--- src/rtl/dds_wave_gen.sv ---
// rtl/dds_wave_gen.sv - DDS waveform generator: phase accumulator, arithmetic saw/tri/square/DC, amplitude scaling
// All state updates on the falling clock edge; pipeline is acc -> phase -> wave -> scaled output.
module dds_wave_gen #(
  parameter int ACC_W   = 16,
  parameter int PHASE_W = 7,
  parameter int OUT_W   = 16,
  parameter int AMP_W   = 8
) (
  input  logic               clk,
  input  logic               reset,
  input  logic               load,
  input  logic [ACC_W-1:0]   ftw,
  input  logic [PHASE_W-1:0] phase,
  input  logic [1:0]         wave_sel,
  input  logic [PHASE_W-1:0] duty,
  input  logic [AMP_W-1:0]   amp,
  input  logic               enable,
  output logic [OUT_W-1:0]   wave_out,
  output logic               out_valid,
  output logic               wrap
);

  localparam int PROD_W = OUT_W + AMP_W;

  logic [ACC_W-1:0]   ftw_s;
  logic [PHASE_W-1:0] phase_s;
  logic [PHASE_W-1:0] duty_s;
  logic [1:0]         sel_s;
  logic [AMP_W-1:0]   amp_s;

  logic [ACC_W-1:0]   acc;
  logic               carry;
  logic [PHASE_W-1:0] p;
  logic               v1, w1;
  logic [OUT_W-1:0]   w;
  logic               v2, w2;

  logic [PHASE_W-1:0] tri_t;
  logic [OUT_W-1:0]   w_next;
  logic [AMP_W:0]     gain;
  logic [PROD_W-1:0]  prod;

  // Triangle folds the phase: rising ramp in the first half, inverted ramp in the second.
  always_comb begin
    tri_t  = p[PHASE_W-1] ? ~{p[PHASE_W-2:0], 1'b0} : {p[PHASE_W-2:0], 1'b0};
    w_next = '0;
    case (sel_s)
      2'd0:    w_next = OUT_W'(p) << (OUT_W - PHASE_W);
      2'd1:    w_next = OUT_W'(tri_t) << (OUT_W - PHASE_W);
      2'd2:    w_next = (p < duty_s) ? {OUT_W{1'b1}} : {OUT_W{1'b0}};
      default: w_next = OUT_W'(1) << (OUT_W - 1);
    endcase
  end

  // gain = amp+1 so that amp all-ones is exact unity after the >> AMP_W.
  assign gain = {1'b0, amp_s} + (AMP_W+1)'(1);
  assign prod = PROD_W'(w) * PROD_W'(gain);

  always_ff @(negedge clk or posedge reset) begin
    if (reset) begin
      ftw_s     <= '0;
      phase_s   <= '0;
      duty_s    <= '0;
      sel_s     <= '0;
      amp_s     <= '0;
      acc       <= '0;
      carry     <= 1'b0;
      p         <= '0;
      v1        <= 1'b0;
      w1        <= 1'b0;
      w         <= '0;
      v2        <= 1'b0;
      w2        <= 1'b0;
      wave_out  <= '0;
      out_valid <= 1'b0;
      wrap      <= 1'b0;
    end else begin
      if (load) begin
        ftw_s   <= ftw;
        phase_s <= phase;
        duty_s  <= duty;
        sel_s   <= wave_sel;
        amp_s   <= amp;
      end
      // Carry is cleared while frozen so a stale overflow never tags a later sample.
      if (enable) {carry, acc} <= {1'b0, acc} + {1'b0, ftw_s};
      else        carry        <= 1'b0;

      p         <= acc[ACC_W-1 -: PHASE_W] + phase_s;
      v1        <= enable;
      w1        <= carry & enable;

      w         <= w_next;
      v2        <= v1;
      w2        <= w1;

      wave_out  <= OUT_W'(prod >> AMP_W);
      out_valid <= v2;
      wrap      <= w2;
    end
  end

endmodule

--- config.mk ---
export PLATFORM = sky130hd
export DESIGN_NAME = dds_wave_gen
export DESIGN_NICKNAME = d
export VERILOG_FILES = /design/src/rtl/dds_wave_gen.sv
export SDC_FILE = /design/constraint.sdc
export NUM_CORES = 1
export LEC_CHECK = 0
export CAP_MARGIN = 20
export CELL_PAD_IN_SITES_DETAIL_PLACEMENT = 0
export CELL_PAD_IN_SITES_GLOBAL_PLACEMENT = 1
export CORE_AREA = 2 2 137 139
export CTS_CLUSTER_DIAMETER = 200
export DETAILED_ROUTE_END_ITERATION = 10
export DIE_AREA = 0 0 139 141
export PLACE_DENSITY_LB_ADDON = 0.1
export SLEW_MARGIN = 40
export SYNTH_ARGS = -nofsm -noshare
export SYNTH_HDL_FRONTEND = slang
export SYNTH_SLANG_ARGS = --single-unit
export TNS_END_PERCENT = 50
--- constraint.sdc ---
create_clock -name clk -period 6.9 [get_ports clk]
set_input_delay 1.38 -clock clk [delete_from_list [all_inputs] [get_ports clk]]
set_output_delay 1.38 -clock clk [all_outputs]
set_load 0.1 [all_outputs]
* Yosys cells after proc, flatten, opt, wreduce, memory -nomap -nowiden
Index checks and enable logic that the tools add are counted.
** Cells by class
- Add/sub/neg operators :: 3
- Reductions and logical operators :: 1
- Multiplexer cells :: 4
- Bitwise operators :: 2
- Eq/ne operators :: 2
- Magnitude comparators :: 1
- Multipliers :: 1
** Operators by type and width (number)
- one-hot mux 16 bit (3 select lines) :: 1
- multiplier 16 x 9 -> 24 bit :: 1
- adder 16 x 16 -> 17 bit :: 1
- 2-to-1 mux 16 bit :: 1
- adder 8 x 1 -> 9 bit (second input constant) :: 1
- adder 7 bit :: 1
- < comparator 7 bit :: 1
- 2-to-1 mux 7 bit :: 1
- NOT 7 bit :: 1
- equality test 2 x 1 -> 1 bit (second input constant) :: 1
- equality test 2 bit (second input constant) :: 1
- zero test 2 bit :: 1
- AND 1 bit :: 1
- 2-to-1 mux 1 bit :: 1
** Word-level totals
- Word-level logic and storage cells :: 30
- Register bits :: 102
- Bits of input ports :: 44
- Output and inout port bits :: 18

* Longest topological paths before layout
- Depth in word-level cells :: 3
- Gate-level depth with buffers :: 21
- Mapped depth without buffers :: 20

==> run_results.csv <==
group,metric,value,unit
run_status,status,"complete, no violations",
global_route,track_usage,16.9,%
synth,syn_nets,953,
place,gp_congestion,0.839,
setup_path,r2r_cells,18,
sta,hold_viol,0,
route,viasPerCell,5.06,
setup_path,worstSetupStartpointType,"primary input",
place,portBuffers,61,
route,ant_nets,0,
setup_path,worst-path-max-fanout,12,
cts,ctsHoldBuffers,0,
global_route,grt_pass1_vias,5633,
route,wl_per_cell,14.6,µm
synth,synth_area,7850,µm²
sta,relSlewSlack,49.3,%
synth,synthTopCellsByArea,"dfrtn_1 30%, fa_1 18%, ha_1 11%",
floorplan,rows,50,
synth,synth.most_common_cell,"inv_1",
hold_path,min_path_cells,0,
cts,clock_latency,350,ps
setup_path,critPathKind,"in2reg",
setup_path,cpPeakStageDelay,770,ps
finish,finalNonFillerCells,1069,
synth,synth.largest_area_cell,"dfrtn_1",
flow_run,maxCapViolCount,0,
route,drtPass1Iterations,6,
place,hpwl,12500,µm
place,placed_cells,1054,
finish,final_util,49.5,%
route,drt_iter0_drc,128,
sta,rsz0062_at_grt,"false",
synth,synth_cell_types,55,
route,drc_errors,0,
floorplan,die_h,141,µm
cts,clk_pin_slew,50,ps
cts,clock_sinks,94,
cts,cts_tree,"yes",
finish,final_nets,1016,
cts,ctsResizeCount,0,
global_route,grt_pass1_wl,27000,µm
setup_path,crit_chain,"clkdlybuf4s50_1, buf_4, mux2_2",
setup_path,cp.arrival,2800,ps
floorplan,ios,62,
sta,worstMarginPinSlew,758,ps
cts,htreeDepth,3,
global_route,grt-ovfl-total,0,
hold_path,hold_class,"reg2reg",
finish,fillers,1720,
synth,yosys_most_used_dff,"dfrtn_1",
sta,finalSetupTns,0,ps
finish,diodes,0,
finish,layout-drive-gt1-share,11.3,%
cts,clockBufferDepth,2,
sta,setup_viol,0,
sta,drv_slew,0,
sta,holdWs,297,ps
global_route,antenna_found_initial,0,
synth,synth-seq-cells,94,
finish,syn_to_final_growth,15.4,%
floorplan,core,18300,µm²
sta,clock-skew-final,5.78,ps
synth,syn_area_per_cell,10.2,µm²
synth,yosys.area.top_type_share,30.0,%
setup_path,critPathRequiredTime,3640,ps
synth,synth_common_cells,"110 x inv_1, 94 x dfrtn_1, 72 x fa_1, 69 x ha_1, 50 x nand2_1",
cts,cts_buffers,9,
route,routed_wl,15600,µm
synth,synth_warnings,0,
floorplan,dieArea,19600,µm²
global_route,grt_max_degree,49,
synth,synth_seq_area_share,30.0,%
cts,cts_root_buf,"clkbuf_16",
floorplan,die-width,139,µm
cts,post_cts_buffers,0,
route,vias,5406,
synth,synth-edff-count,0,
synth,postSynthCellCount,768,
synth,synth-async-reset-ratio,100,%
floorplan,initial_core_util,43.0,%
setup_path,crit_slowest_cell,"clkdlybuf4s50_1",
setup_path,crit_path_end_kind,"flip-flop",
placed cells by master (no fill, tap or decap), drive strengths merged, types with 3 or more instances in the layout:
| cell | netlist | routed |
|---|---|---|
| dfrtn | 94 | 94 |
| xor2 | 18 | 18 |
| nor3 | 6 | 6 |
| clkdlybuf4s50 | 0 | 42 |
| nand3 | 14 | 14 |
| and3 | 6 | 6 |
| mux2 | 41 | 41 |
| a211oi | 4 | 4 |
| o21bai | 4 | 4 |
| ha | 69 | 69 |
| clkbuf | 17 | 9 |
| nor2b | 40 | 40 |
| nand2b | 14 | 14 |
| o211ai | 3 | 3 |
| a31oi | 3 | 3 |
| a211o | 3 | 3 |
| nor2 | 26 | 26 |
| o31ai | 4 | 4 |
| o21ai | 34 | 34 |
| o21a | 7 | 7 |
| xnor2 | 32 | 32 |
| a21oi | 31 | 31 |
| a21boi | 3 | 3 |
| buf | 2 | 29 |
| inv | 110 | 111 |
| and2 | 12 | 12 |
| fa | 72 | 72 |
| nand4 | 3 | 3 |
| o22ai | 4 | 4 |
| mux2i | 3 | 3 |
| a21o | 10 | 10 |
| nand2 | 50 | 50 |
critical path: cells and delay by family:
| family | cells | cell delay (ps) |
|---|---|---|
| buffers and inverters | 2 | 1060 |
| muxes | 1 | 350 |
final timing paths:
| check | from | end | slack (ps) |
|---|---|---|---|
| min | w1 | w2 | 300 |
| max in group asynchronous | reset | wave_out[10] | 1430 |
| max reg2reg | amp_s[0] | wave_out[15] | 960 |
| min in group asynchronous | reset | wave_out[13] | 4830 |
| min reg2reg | w1 | w2 | 300 |
| max | enable | acc[13] | 840 |
flip-flops by register name, summed over array words and instances (netlist names), 2 cells and up:
signal,cells
wave_out,16
p,7
w,8
amp_s,8
acc,16
phase_s,7
sel_s,2
ftw_s,16
duty_s,7
cell type report:
cell class	count	area, µm²	area share (%)
clock buffer	9	225	2.49
clock inverter	6	71.3	0.788
inverter	110	417	4.60
multi-input combinational	545	5030	55.6
sequential	94	2350	26.0
tap	234	293	3.23
timing repair buffer	71	661	7.30
routing by layer:
layer,vias to the layer above,GRT usage (%),part of all wire (%)
met3,13,2.11,2.3
met4,0,4.78,1.2
met1,2653,21.2,45
li1,2670,-,-
met2,70,30.7,51
met5,-,0,0
logic make-up (layout without fill, tap and decap cells):
family | Yosys count | count (layout) | share of synthesized area, %
compound gates | 131 | 131 | 10.8
simple gates | 179 | 179 | 11.8
fa+ha+maj | 141 | 141 | 29.4
flops | 94 | 94 | 30.0
buf+inv | 129 | 196 | 6.17
xor+xnor | 50 | 50 | 5.58
mux | 44 | 44 | 6.27
stage by stage:
step | setup WS, ps | instance area (µm²)
final | 841 | 9050
after global routing | 488 | 9050
after CTS | 856 | 9040
after detailed placement | 486 | 8740
after global placement | 515 | 8730
after floorplan | 927 | 7850
Power is left out: the tool's default activity adds up to more than one toggle a clock period on the data nets, which glitch-free logic cannot reach.
